[src/rtl/dmd_scan_ctrl_if.sv]
// dmd_scan_ctrl_if
//   Bundles the control, write and display signals of the DMD row scanner.
//   master : the host side; drives enable, buffer writes and swap requests,
//            and observes the display outputs.
//   slave  : the scanner itself (dmd_scan_ctrl).
//   Signals:
//     enable       scanning allowed while high
//     wr_en        write wr_data into back-buffer row wr_row
//     wr_row       back-buffer row address (4 bits)
//     wr_data      column pattern, bit n drives column n (16 bits)
//     swap_req     one-cycle pulse requesting a buffer swap at the frame boundary
//     swap_pending swap requested but not yet performed
//     frame_done   one-cycle pulse on the last display cycle of row 15
//     DMD_CLR      display blanking, active-high
//     DMD_CLK      column latch strobe, active-high
//     dmd_seg      selected row index (4 bits)
//     dmd_column   column data for the selected row (16 bits)
interface dmd_scan_ctrl_if;
    logic        enable;
    logic        wr_en;
    logic [3:0]  wr_row;
    logic [15:0] wr_data;
    logic        swap_req;
    logic        swap_pending;
    logic        frame_done;
    logic        DMD_CLR;
    logic        DMD_CLK;
    logic [3:0]  dmd_seg;
    logic [15:0] dmd_column;

    modport master (
        output enable, wr_en, wr_row, wr_data, swap_req,
        input  swap_pending, frame_done, DMD_CLR, DMD_CLK, dmd_seg, dmd_column
    );

    modport slave (
        input  enable, wr_en, wr_row, wr_data, swap_req,
        output swap_pending, frame_done, DMD_CLR, DMD_CLK, dmd_seg, dmd_column
    );
endinterface

[src/rtl/dmd_scan_ctrl.sv]
// dmd_scan_ctrl
//   Row scanner for a 16x16 dot-matrix display with double-buffered frame
//   memory. Each row runs BLANK (CLR_CYCLES) -> LOAD (1) -> LATCH (CLK_CYCLES)
//   -> SHOW (HOLD_CYCLES). The front buffer is scanned, the back buffer is
//   written; a requested swap takes effect at the end of row 15.
//   All cycle-count parameters must be at least 1.
//   Ports:
//     CLK    system clock, rising edge
//     RESET  asynchronous, active-low reset
//     bus    dmd_scan_ctrl_if.slave (control, write and display signals)
module dmd_scan_ctrl #(
    parameter int unsigned CLR_CYCLES  = 2,
    parameter int unsigned CLK_CYCLES  = 2,
    parameter int unsigned HOLD_CYCLES = 64
) (
    input  logic           CLK,
    input  logic           RESET,
    dmd_scan_ctrl_if.slave bus
);

    typedef enum logic [2:0] {
        IDLE,
        BLANK,
        LOAD,
        LATCH,
        SHOW
    } state_t;

    state_t                  state;
    logic [15:0]             cnt;
    logic [3:0]              row;
    logic                    front_sel;
    logic [1:0][15:0][15:0]  fb;

    logic                    swap_pending_q;
    logic                    frame_done_q;
    logic                    clr_q;
    logic                    clk_q;
    logic [3:0]              seg_q;
    logic [15:0]             col_q;

    assign bus.swap_pending = swap_pending_q;
    assign bus.frame_done   = frame_done_q;
    assign bus.DMD_CLR      = clr_q;
    assign bus.DMD_CLK      = clk_q;
    assign bus.dmd_seg      = seg_q;
    assign bus.dmd_column   = col_q;

    always_ff @(posedge CLK or negedge RESET) begin
        if (!RESET) begin
            state          <= IDLE;
            cnt            <= '0;
            row            <= '0;
            front_sel      <= 1'b0;
            fb             <= '0;
            swap_pending_q <= 1'b0;
            frame_done_q   <= 1'b0;
            clr_q          <= 1'b1;
            clk_q          <= 1'b0;
            seg_q          <= '0;
            col_q          <= '0;
        end else begin
            // Writes go to the current back buffer; on a swap edge that is
            // the buffer about to become front.
            if (bus.wr_en)
                fb[~front_sel][bus.wr_row] <= bus.wr_data;

            // frame_done is only high on the last SHOW cycle of row 15, so
            // a swap can never happen from IDLE.
            if (frame_done_q && swap_pending_q) begin
                front_sel      <= ~front_sel;
                swap_pending_q <= bus.swap_req;
            end else if (bus.swap_req) begin
                swap_pending_q <= 1'b1;
            end

            frame_done_q <= 1'b0;

            case (state)
                IDLE: begin
                    clr_q <= 1'b1;
                    clk_q <= 1'b0;
                    seg_q <= '0;
                    col_q <= '0;
                    row   <= '0;
                    cnt   <= '0;
                    if (bus.enable)
                        state <= BLANK;
                end

                BLANK: begin
                    if (32'(cnt) == CLR_CYCLES - 1) begin
                        state <= LOAD;
                        cnt   <= '0;
                        col_q <= fb[front_sel][row];
                    end else begin
                        cnt <= cnt + 16'd1;
                    end
                end

                LOAD: begin
                    state <= LATCH;
                    cnt   <= '0;
                    clr_q <= 1'b0;
                    clk_q <= 1'b1;
                end

                LATCH: begin
                    if (32'(cnt) == CLK_CYCLES - 1) begin
                        state        <= SHOW;
                        cnt          <= '0;
                        clk_q        <= 1'b0;
                        frame_done_q <= (HOLD_CYCLES == 1) && (row == 4'd15);
                    end else begin
                        cnt <= cnt + 16'd1;
                    end
                end

                SHOW: begin
                    if (32'(cnt) == HOLD_CYCLES - 1) begin
                        cnt   <= '0;
                        clr_q <= 1'b1;
                        if (bus.enable) begin
                            state <= BLANK;
                            row   <= row + 4'd1;
                            seg_q <= row + 4'd1;
                        end else begin
                            state <= IDLE;
                            row   <= '0;
                            seg_q <= '0;
                            col_q <= '0;
                        end
                    end else begin
                        cnt <= cnt + 16'd1;
                        // Registered one cycle early so the pulse lines up
                        // with the final SHOW cycle of row 15.
                        frame_done_q <= (32'(cnt) + 32'd2 == HOLD_CYCLES) &&
                                        (row == 4'd15);
                    end
                end

                default: state <= IDLE;
            endcase
        end
    end

endmodule

[src/flat_wrapper.sv]
// flat-port wrapper written by rule: the top's interface ports become plain ports
module dmd_scan_ctrl_flat 
#(
    parameter int unsigned CLR_CYCLES  = 2,
    parameter int unsigned CLK_CYCLES  = 2,
    parameter int unsigned HOLD_CYCLES = 64
)
  (CLK, RESET, bus_enable, bus_wr_en, bus_wr_row, bus_wr_data, bus_swap_req, bus_swap_pending, bus_frame_done, bus_DMD_CLR, bus_DMD_CLK, bus_dmd_seg, bus_dmd_column);
  dmd_scan_ctrl_if bus_i ();
  input  logic CLK;
  input  logic RESET;
  input wire logic [$bits(bus_i.enable)-1:0] bus_enable;
  input wire logic [$bits(bus_i.wr_en)-1:0] bus_wr_en;
  input wire logic [$bits(bus_i.wr_row)-1:0] bus_wr_row;
  input wire logic [$bits(bus_i.wr_data)-1:0] bus_wr_data;
  input wire logic [$bits(bus_i.swap_req)-1:0] bus_swap_req;
  output wire logic [$bits(bus_i.swap_pending)-1:0] bus_swap_pending;
  output wire logic [$bits(bus_i.frame_done)-1:0] bus_frame_done;
  output wire logic [$bits(bus_i.DMD_CLR)-1:0] bus_DMD_CLR;
  output wire logic [$bits(bus_i.DMD_CLK)-1:0] bus_DMD_CLK;
  output wire logic [$bits(bus_i.dmd_seg)-1:0] bus_dmd_seg;
  output wire logic [$bits(bus_i.dmd_column)-1:0] bus_dmd_column;
  assign bus_i.enable = bus_enable;
  assign bus_i.wr_en = bus_wr_en;
  assign bus_i.wr_row = bus_wr_row;
  assign bus_i.wr_data = bus_wr_data;
  assign bus_i.swap_req = bus_swap_req;
  assign bus_swap_pending = bus_i.swap_pending;
  assign bus_frame_done = bus_i.frame_done;
  assign bus_DMD_CLR = bus_i.DMD_CLR;
  assign bus_DMD_CLK = bus_i.DMD_CLK;
  assign bus_dmd_seg = bus_i.dmd_seg;
  assign bus_dmd_column = bus_i.dmd_column;
  dmd_scan_ctrl #(.CLR_CYCLES(CLR_CYCLES), .CLK_CYCLES(CLK_CYCLES), .HOLD_CYCLES(HOLD_CYCLES)) u_core (.CLK(CLK), .RESET(RESET), .bus(bus_i));
endmodule
[config.mk]
export PLATFORM = sky130hd
export DESIGN_NAME = dmd_scan_ctrl_flat
export DESIGN_NICKNAME = d
export VERILOG_FILES = /design/src/rtl/dmd_scan_ctrl_if.sv /design/src/rtl/dmd_scan_ctrl.sv /design/src/flat_wrapper.sv
export SDC_FILE = /design/constraint.sdc
export NUM_CORES = 1
export LEC_CHECK = 0
export CORE_MARGIN = 3
export CORE_UTILIZATION = 38
export DETAILED_ROUTE_END_ITERATION = 7
export PLACE_DENSITY = 0.64
export RECOVER_POWER = 50
export SLEW_MARGIN = 25
export SYNTH_ARGS = -nofsm -noshare
export SYNTH_HDL_FRONTEND = slang
export SYNTH_SLANG_ARGS = --single-unit
[constraint.sdc]
create_clock -name CLK -period 3.5 [get_ports CLK]
set_input_delay 0.875 -clock CLK [delete_from_list [all_inputs] [get_ports CLK]]
set_output_delay 0.875 -clock CLK [all_outputs]
set_load 0.02 [all_outputs]
==> results.md, run 1 <==
- DIE HEIGHT: 265.3 um
- Area of the multi-input gates: 11010 um^2
- Die Area: 70400 um^2
- Layout cells sized above 1: 0.4707
- VDD IR max: 0.0003405 V
- DR iter-0 viols: 828
- Crit Path Category: reg2reg
- CTS resizes: 0
- Fin crit period: 2987 ps
- Syn_nets: 1749
- DRC viols: 0
- Status: complete, but fails checks
- Yosys reg bits: 556
- Mean post-synth cell area: 14.87 um^2
- Main area contributors after synthesis: dfrtp_1 54%, mux2_2 23%, mux4_2 11%
- Mapped Cells: 1719
- Via density per instance: 5.656
- Synth top area share: 0.5435
- Worst-Margin Slew: 2074 ps
- Net count, final: 1786
- Area growth syn-to-layout: 15.10%
- Seq/Total Area, Yosys: 0.5445
- Worst hold path stage count: 2
- Setup violations, final: 0
- Final Max Slew Viols: 64
- WL per Instance: 23.96 um
- Final hold vios: 0
- RePlAce Congestion: 0.8061
- Hold-fix buffers at CTS: 0
- CTS tree: built
- Crit end category: flop
- Synthesized area: 25550 um^2
- Dpl cells: 2560
- TNS Setup: 0 ps
- Initial Utilization: 0.3859
- Initial antenna violation count: 0
- Ys flop type: dfrtp_1
- R2r worst-path depth: 7
- Clock buffer depth: 3
- Post-DRT Antenna Nets: 0
- Hold EP: u_core.bus.DMD_CLR
- Via count: 15110
- HP Start: u_core.bus.DMD_CLR
- Fill cells: 5763
- Largest net degree at the start of global routing: 89
- Pre-CTS setup slack: 419.7 ps
- GRT Residual Overflow: 0
- Dpl hpwl: 39.78 mm
- R2R Setup Slk: 510 ps
- H-Tree Depth: 2
- Worst setup margin: 513.3 ps
- Non-filler instance count after layout: 2671
- Final Core Density: 0.4442
- RR Startpoint: u_core.cnt[10]
- Yosys warns: 0
- Max Cap Violations: 1
- Slew Limit Headroom: -0.3824
- Num CTS Buffers: 58
- Register area: 13930 um^2
- Most frequent cells after synthesis: 555 x dfrtp_1, 512 x mux2_2, 130 x mux4_2, 122 x clkbuf_1, 45 x nand2_1
- Post-CTS Setup Bufs: 0
- Leading area contributor after synthesis: dfrtp_1
- Pleak: 13.13 nW
- Number of synthesized flops with an enable pin: 0
- Sinks on Clock Net: 556
- Count leader, synth: dfrtp_1
- Std-Cell Rows: 94
- Critical Path RT: 4020 ps
- Pwr per Cell Area: 517.9 nW/um^2
- Final WL: 63.99 mm
- GR Util All Layers: 0.1845
- Hold WC Path Type: reg2reg
- Netlist cell types: 62
- Clk slew on worst S/H paths: 60 ps
- Fraction of registers with async set/reset: 1.000
- I/O pins: 49
- Reg2reg end: u_core.bus.dmd_column[9]
- Skew-Pair Late Insertion Delay: 630 ps
- Failing checks: capacitance limit, slew limit
- First-pass GRT wire length: 99.35 mm
- RSZ-0062 raised after global routing: false
- F_max: 334.8 MHz
- Crit path DAT: 3510 ps
- Max Clock Skew: 21.47 ps
- Die W: 265.3 um
- CP Max Fanout: 20
- Final hold slack: 497.2 ps
- Port Buf Inserts: 48
- Vias in the first global route: 16110
- Core box area: 66220 um^2
- DR pass1 iterations: 6
- Startpoint types: flop
- CTS Root Cell: clkbuf_16
- Final Cycle Share: 0.8534
## flip-flops by register name, summed over array words and instances (netlist names)
register / cells
u_core.fb: 512
u_core.bus.dmd_column: 16
u_core.cnt: 16
u_core.bus.dmd_seg: 4
u_core.state: 3
u_core.bus.DMD_CLK: 1
u_core.bus.DMD_CLR: 1
u_core.bus.frame_done: 1
u_core.bus.swap_pending: 1
u_core.front_sel: 1
## per-layer routing
layer  wire, um  global-route usage
met5          0                   0
met3       2472             0.02840
met1      28510              0.2502
met2      31390              0.3090
met4       1606             0.05424
## through the flow
step	power (mW)	area, um^2
final	15.23	29410
after floorplan	8.279	25550
after detailed placement	8.761	27390
after global routing	15.83	29410
after global placement	8.638	27390
after CTS	15.42	29470
## power breakdown
part	internal [mW]	leakage, nW	switching, mW
registers	7.12	7.29	0.324
clock network	3.96	1.03	2.65
logic	0.698	4.81	0.488
## worst max-delay path: stages, from the launching register on
cell and delay, ps:
dfrtp_1 490, or4_1 640, or4_4 520, nor4_4 220, buf_4 260, nand3b_1 270
buf_4 280, o211ai_1 190
## layout by cell type (no fill, tap or decap), drive strengths merged, types with 4 or more instances in the layout
cell type      synthesis  routed
o21ai                 32      32
nand2b                 5       5
mux4                 130     130
a22oi                  4       4
a31oi                  8       8
a22o                  43      43
nand3                 15      15
nor3                  14      14
nand4b                 5       5
or4                    4       4
clkinv                 0      15
ha                     5       5
a21oi                 15      15
o21a                   4       4
a221oi                14      14
clkdlybuf4s50          0      46
or4b                  15      15
mux2                 512     512
inv                    7      10
nor2b                 11      11
nand2                 45      45
nor2                  44      44
dfrtp                555     555
xnor2                  4       4
clkbuf               123      90
nand4                 10      10
nor4                   6       6
buf                   37      82
o211ai                14      14
bufinv                 0       8
## worst max path at each step
| stage | endpoint | start |
|---|---|---|
| 3_3_place_gp | u_core.fb[135] | bus_wr_row[3] |
| 2_1_floorplan | u_core.fb[309] | bus_wr_row[1] |
| 5_1_grt | u_core.fb[103] | RESET |
| 3_5_place_dp | u_core.fb[130] | bus_wr_row[3] |
| 4_1_cts | u_core.bus.dmd_column[9] | u_core.cnt[10] |
| 6_report | u_core.bus.dmd_column[9] | u_core.cnt[10] |
## logic make-up after synthesis
| group | after synthesis | synth area share |
|---|---|---|
| adders and majority gates | 6 | 0.002840 |
| and+or+nand+nor | 193 | 0.04225 |
| DFF | 556 | 0.5445 |
| buffers and inverters | 167 | 0.02605 |
| AOI/OAI and AO/OA | 149 | 0.04201 |
| xor gates and xnor gates | 4 | 0.001371 |
| muxes | 644 | 0.3410 |
## final cells by class
class	count	area share
clock buffers	82	0.05717
clock inverters	28	0.01348
inverters	7	0.0008933
repair buffers	137	0.04382
diodes	1	0.00008508
flip-flops and latches	556	0.4735
multi-input cells	996	0.3743
well taps	864	0.03675
Power figures use the tool's default switching activity.
==> inputs of run 2 (changes only) <==
- PLACE_DENSITY: 0.64 -> not set
- PLACE_DENSITY_LB_ADDON: not set -> 0.08
==> results.md, run 2 (synthesis results as in run 1) <==
- Port Buf Inserts: 48 (unchanged)
- Skew-Pair Late Insertion Delay: 610 ps (was 630 ps)
- CTS tree: built (unchanged)
- Std-Cell Rows: 94 (unchanged)
- Status: complete, but fails checks (unchanged)
- Clk slew on worst S/H paths: 50 ps (was 60 ps)
- Area growth syn-to-layout: 15.97% (was 15.10%)
- DR iter-0 viols: 716 (was 828)
- Final WL: 65.53 mm (was 63.99 mm)
- First-pass GRT wire length: 102.6 mm (was 99.35 mm)
- DIE HEIGHT: 265.3 um (unchanged)
- CP Max Fanout: 24 (was 20)
- Placed Area: 27470 um^2 (was 27390 um^2)
- Clock buffer depth: 3 (unchanged)
- Fin area: 29640 um^2 (was 29410 um^2)
- Largest net degree at the start of global routing: 74 (was 89)
- I/O pins: 49 (unchanged)
- Crit end category: output pin (was flop)
- Max Cap Violations: 1 (unchanged)
- Worst-Margin Slew: 2266 ps (was 2074 ps)
- DR pass1 iterations: 5 (was 6)
- Final Core Density: 0.4476 (was 0.4442)
- Post-CTS Setup Bufs: 0 (unchanged)
- Die W: 265.3 um (unchanged)
- Crit Path Category: reg2out (was reg2reg)
- R2r worst-path depth: 5 (was 7)
- VDD IR max: 0.0003243 V (was 0.0003405 V)
- CTS Root Cell: clkbuf_16 (unchanged)
- Final Cycle Share: 0.8912 (was 0.8534)
- Most common cell after layout, fill and taps aside: dfrtp_1 (unchanged)
- Total design power: 15.47 mW (was 15.23 mW)
- Dpl hpwl: 41.80 mm (was 39.78 mm)
- Max reg flops: 512 (unchanged)
- Initial antenna violation count: 1 (was 0)
- Final Max Slew Viols: 66 (was 64)
- Sinks on Clock Net: 556 (unchanged)
- Fill cells: 5982 (was 5763)
- WL per Instance: 24.29 um (was 23.96 um)
- Pleak: 13.23 nW (was 13.13 nW)
- Largest Register: u_core.fb (unchanged)
- Setup violations, final: 0 (unchanged)
- DRC viols: 0 (unchanged)
- Post-DRT Antenna Nets: 0 (unchanged)
- Most frequent cells in the layout: 552 x dfrtp_1, 512 x mux2_2, 130 x mux4_2, 84 x buf_4, 68 x clkbuf_16 (was 552 x dfrtp_1, 512 x mux2_2, 130 x mux4_2, 69 x buf_4, 58 x clkbuf_16)
- Hold WC Path Type: reg2reg (unchanged)
- RSZ-0062 raised after global routing: false (unchanged)
- Startpoint types: flop (unchanged)
- Die Area: 70400 um^2 (unchanged)
- Via density per instance: 5.536 (was 5.656)
- Layout cells sized above 1: 0.4738 (was 0.4707)
- Failing checks: capacitance limit, slew limit (unchanged)
- Critical Path RT: 2620 ps (was 4020 ps)
- Max Clock Skew: 21.20 ps (was 21.47 ps)
- TNS Setup: 0 ps (unchanged)
- H-Tree Depth: 3 (was 2)
- Initial Utilization: 0.3859 (unchanged)
- Via count: 14940 (was 15110)
- Net count, final: 1809 (was 1786)
- Pwr per Cell Area: 522.0 nW/um^2 (was 517.9 nW/um^2)
- GR Util All Layers: 0.1914 (was 0.1845)
- Vias in the first global route: 16050 (was 16110)
- Num CTS Buffers: 66 (was 58)
- Slew Limit Headroom: -0.5109 (was -0.3824)
- DR WL met3: 1.825 mm (was 2.472 mm)
- Routed wl met2: 30.85 mm (was 31.39 mm)
- Crit path DAT: 2240 ps (was 3510 ps)
- F_max: 320.6 MHz (was 334.8 MHz)
- Top sig layer: met4 (unchanged)
- Fin crit period: 3119 ps (was 2987 ps)
- GRT Residual Overflow: 0 (unchanged)
- CTS resizes: 0 (unchanged)
- Worst hold path stage count: 2 (unchanged)
- Hold-fix buffers at CTS: 0 (unchanged)
- M1 wire length: 31.40 mm (was 28.51 mm)
- RePlAce Congestion: 0.7468 (was 0.8061)
- Final hold vios: 0 (unchanged)
- Core box area: 66220 um^2 (unchanged)
[run 2: metrics by stage]
step | cells | hold WS [ps] | setup slack (ps)
2_1_floorplan | 1719 | 473.9 | 644.5
3_3_place_gp | 2575 | 482.2 | 453.2
3_5_place_dp | 2575 | 487.6 | 426.7
4_1_cts | 2696 | 273.4 | 300.6
5_1_grt | 2696 | 508.3 | 284.1
6_report | 2698 | 490.4 | 380.9
[run 2: cell type report]
cell class	count	area (um^2)	area share
Sequential cell	556	13930	0.4699
Multi-Input combinational cell	996	11020	0.3720
Clock buffer	104	2047	0.06907
Timing Repair Buffer	152	1374	0.04636
Tap cell	864	1081	0.03648
Clock inverter	17	153.9	0.005193
Inverter	7	26.28	0.0008866
Antenna cell	2	5.005	0.0001689
[run 2: per-layer routing]
layer / vias up / GRT usage
met2: 189 / 0.3047
met3: 86 / 0.03089
met4: 0 / 0.05022
met5: - / 0
met1: 8085 / 0.2744
li1: 6576 / -
[run 2: power breakdown]
| part | internal, mW | total, mW | switching, mW |
|---|---|---|---|
| Clock | 4.11 | 6.85 | 2.75 |
| Sequential | 7.12 | 7.44 | 0.319 |
| Combinational | 0.703 | 1.18 | 0.475 |
[run 2: critical path, cell delays in order (launching register included)]
cell             delay [ps]
dfrtp_4                 740
buf_12                  270
clkdlybuf4s50_1         640
[run 2: path summary, 6_finish.rpt]
path	start	endpoint	slack, ps
max	u_core.bus.dmd_seg[0]	bus_dmd_seg[0]	380
min	u_core.bus.DMD_CLR	u_core.bus.DMD_CLR	490
max reg2reg	u_core.front_sel	u_core.fb[508]	540
min reg2reg	u_core.bus.DMD_CLR	u_core.bus.DMD_CLR	490
max in group asynchronous	RESET	u_core.fb[42]	810
min in group asynchronous	RESET	u_core.fb[162]	930
==> inputs of run 3 (changes only) <==
- HOLD_SLACK_MARGIN: not set -> 0.02
==> results of run 3 <==
Same layout as run 2: the final DEF is identical, and so are final timing and power.
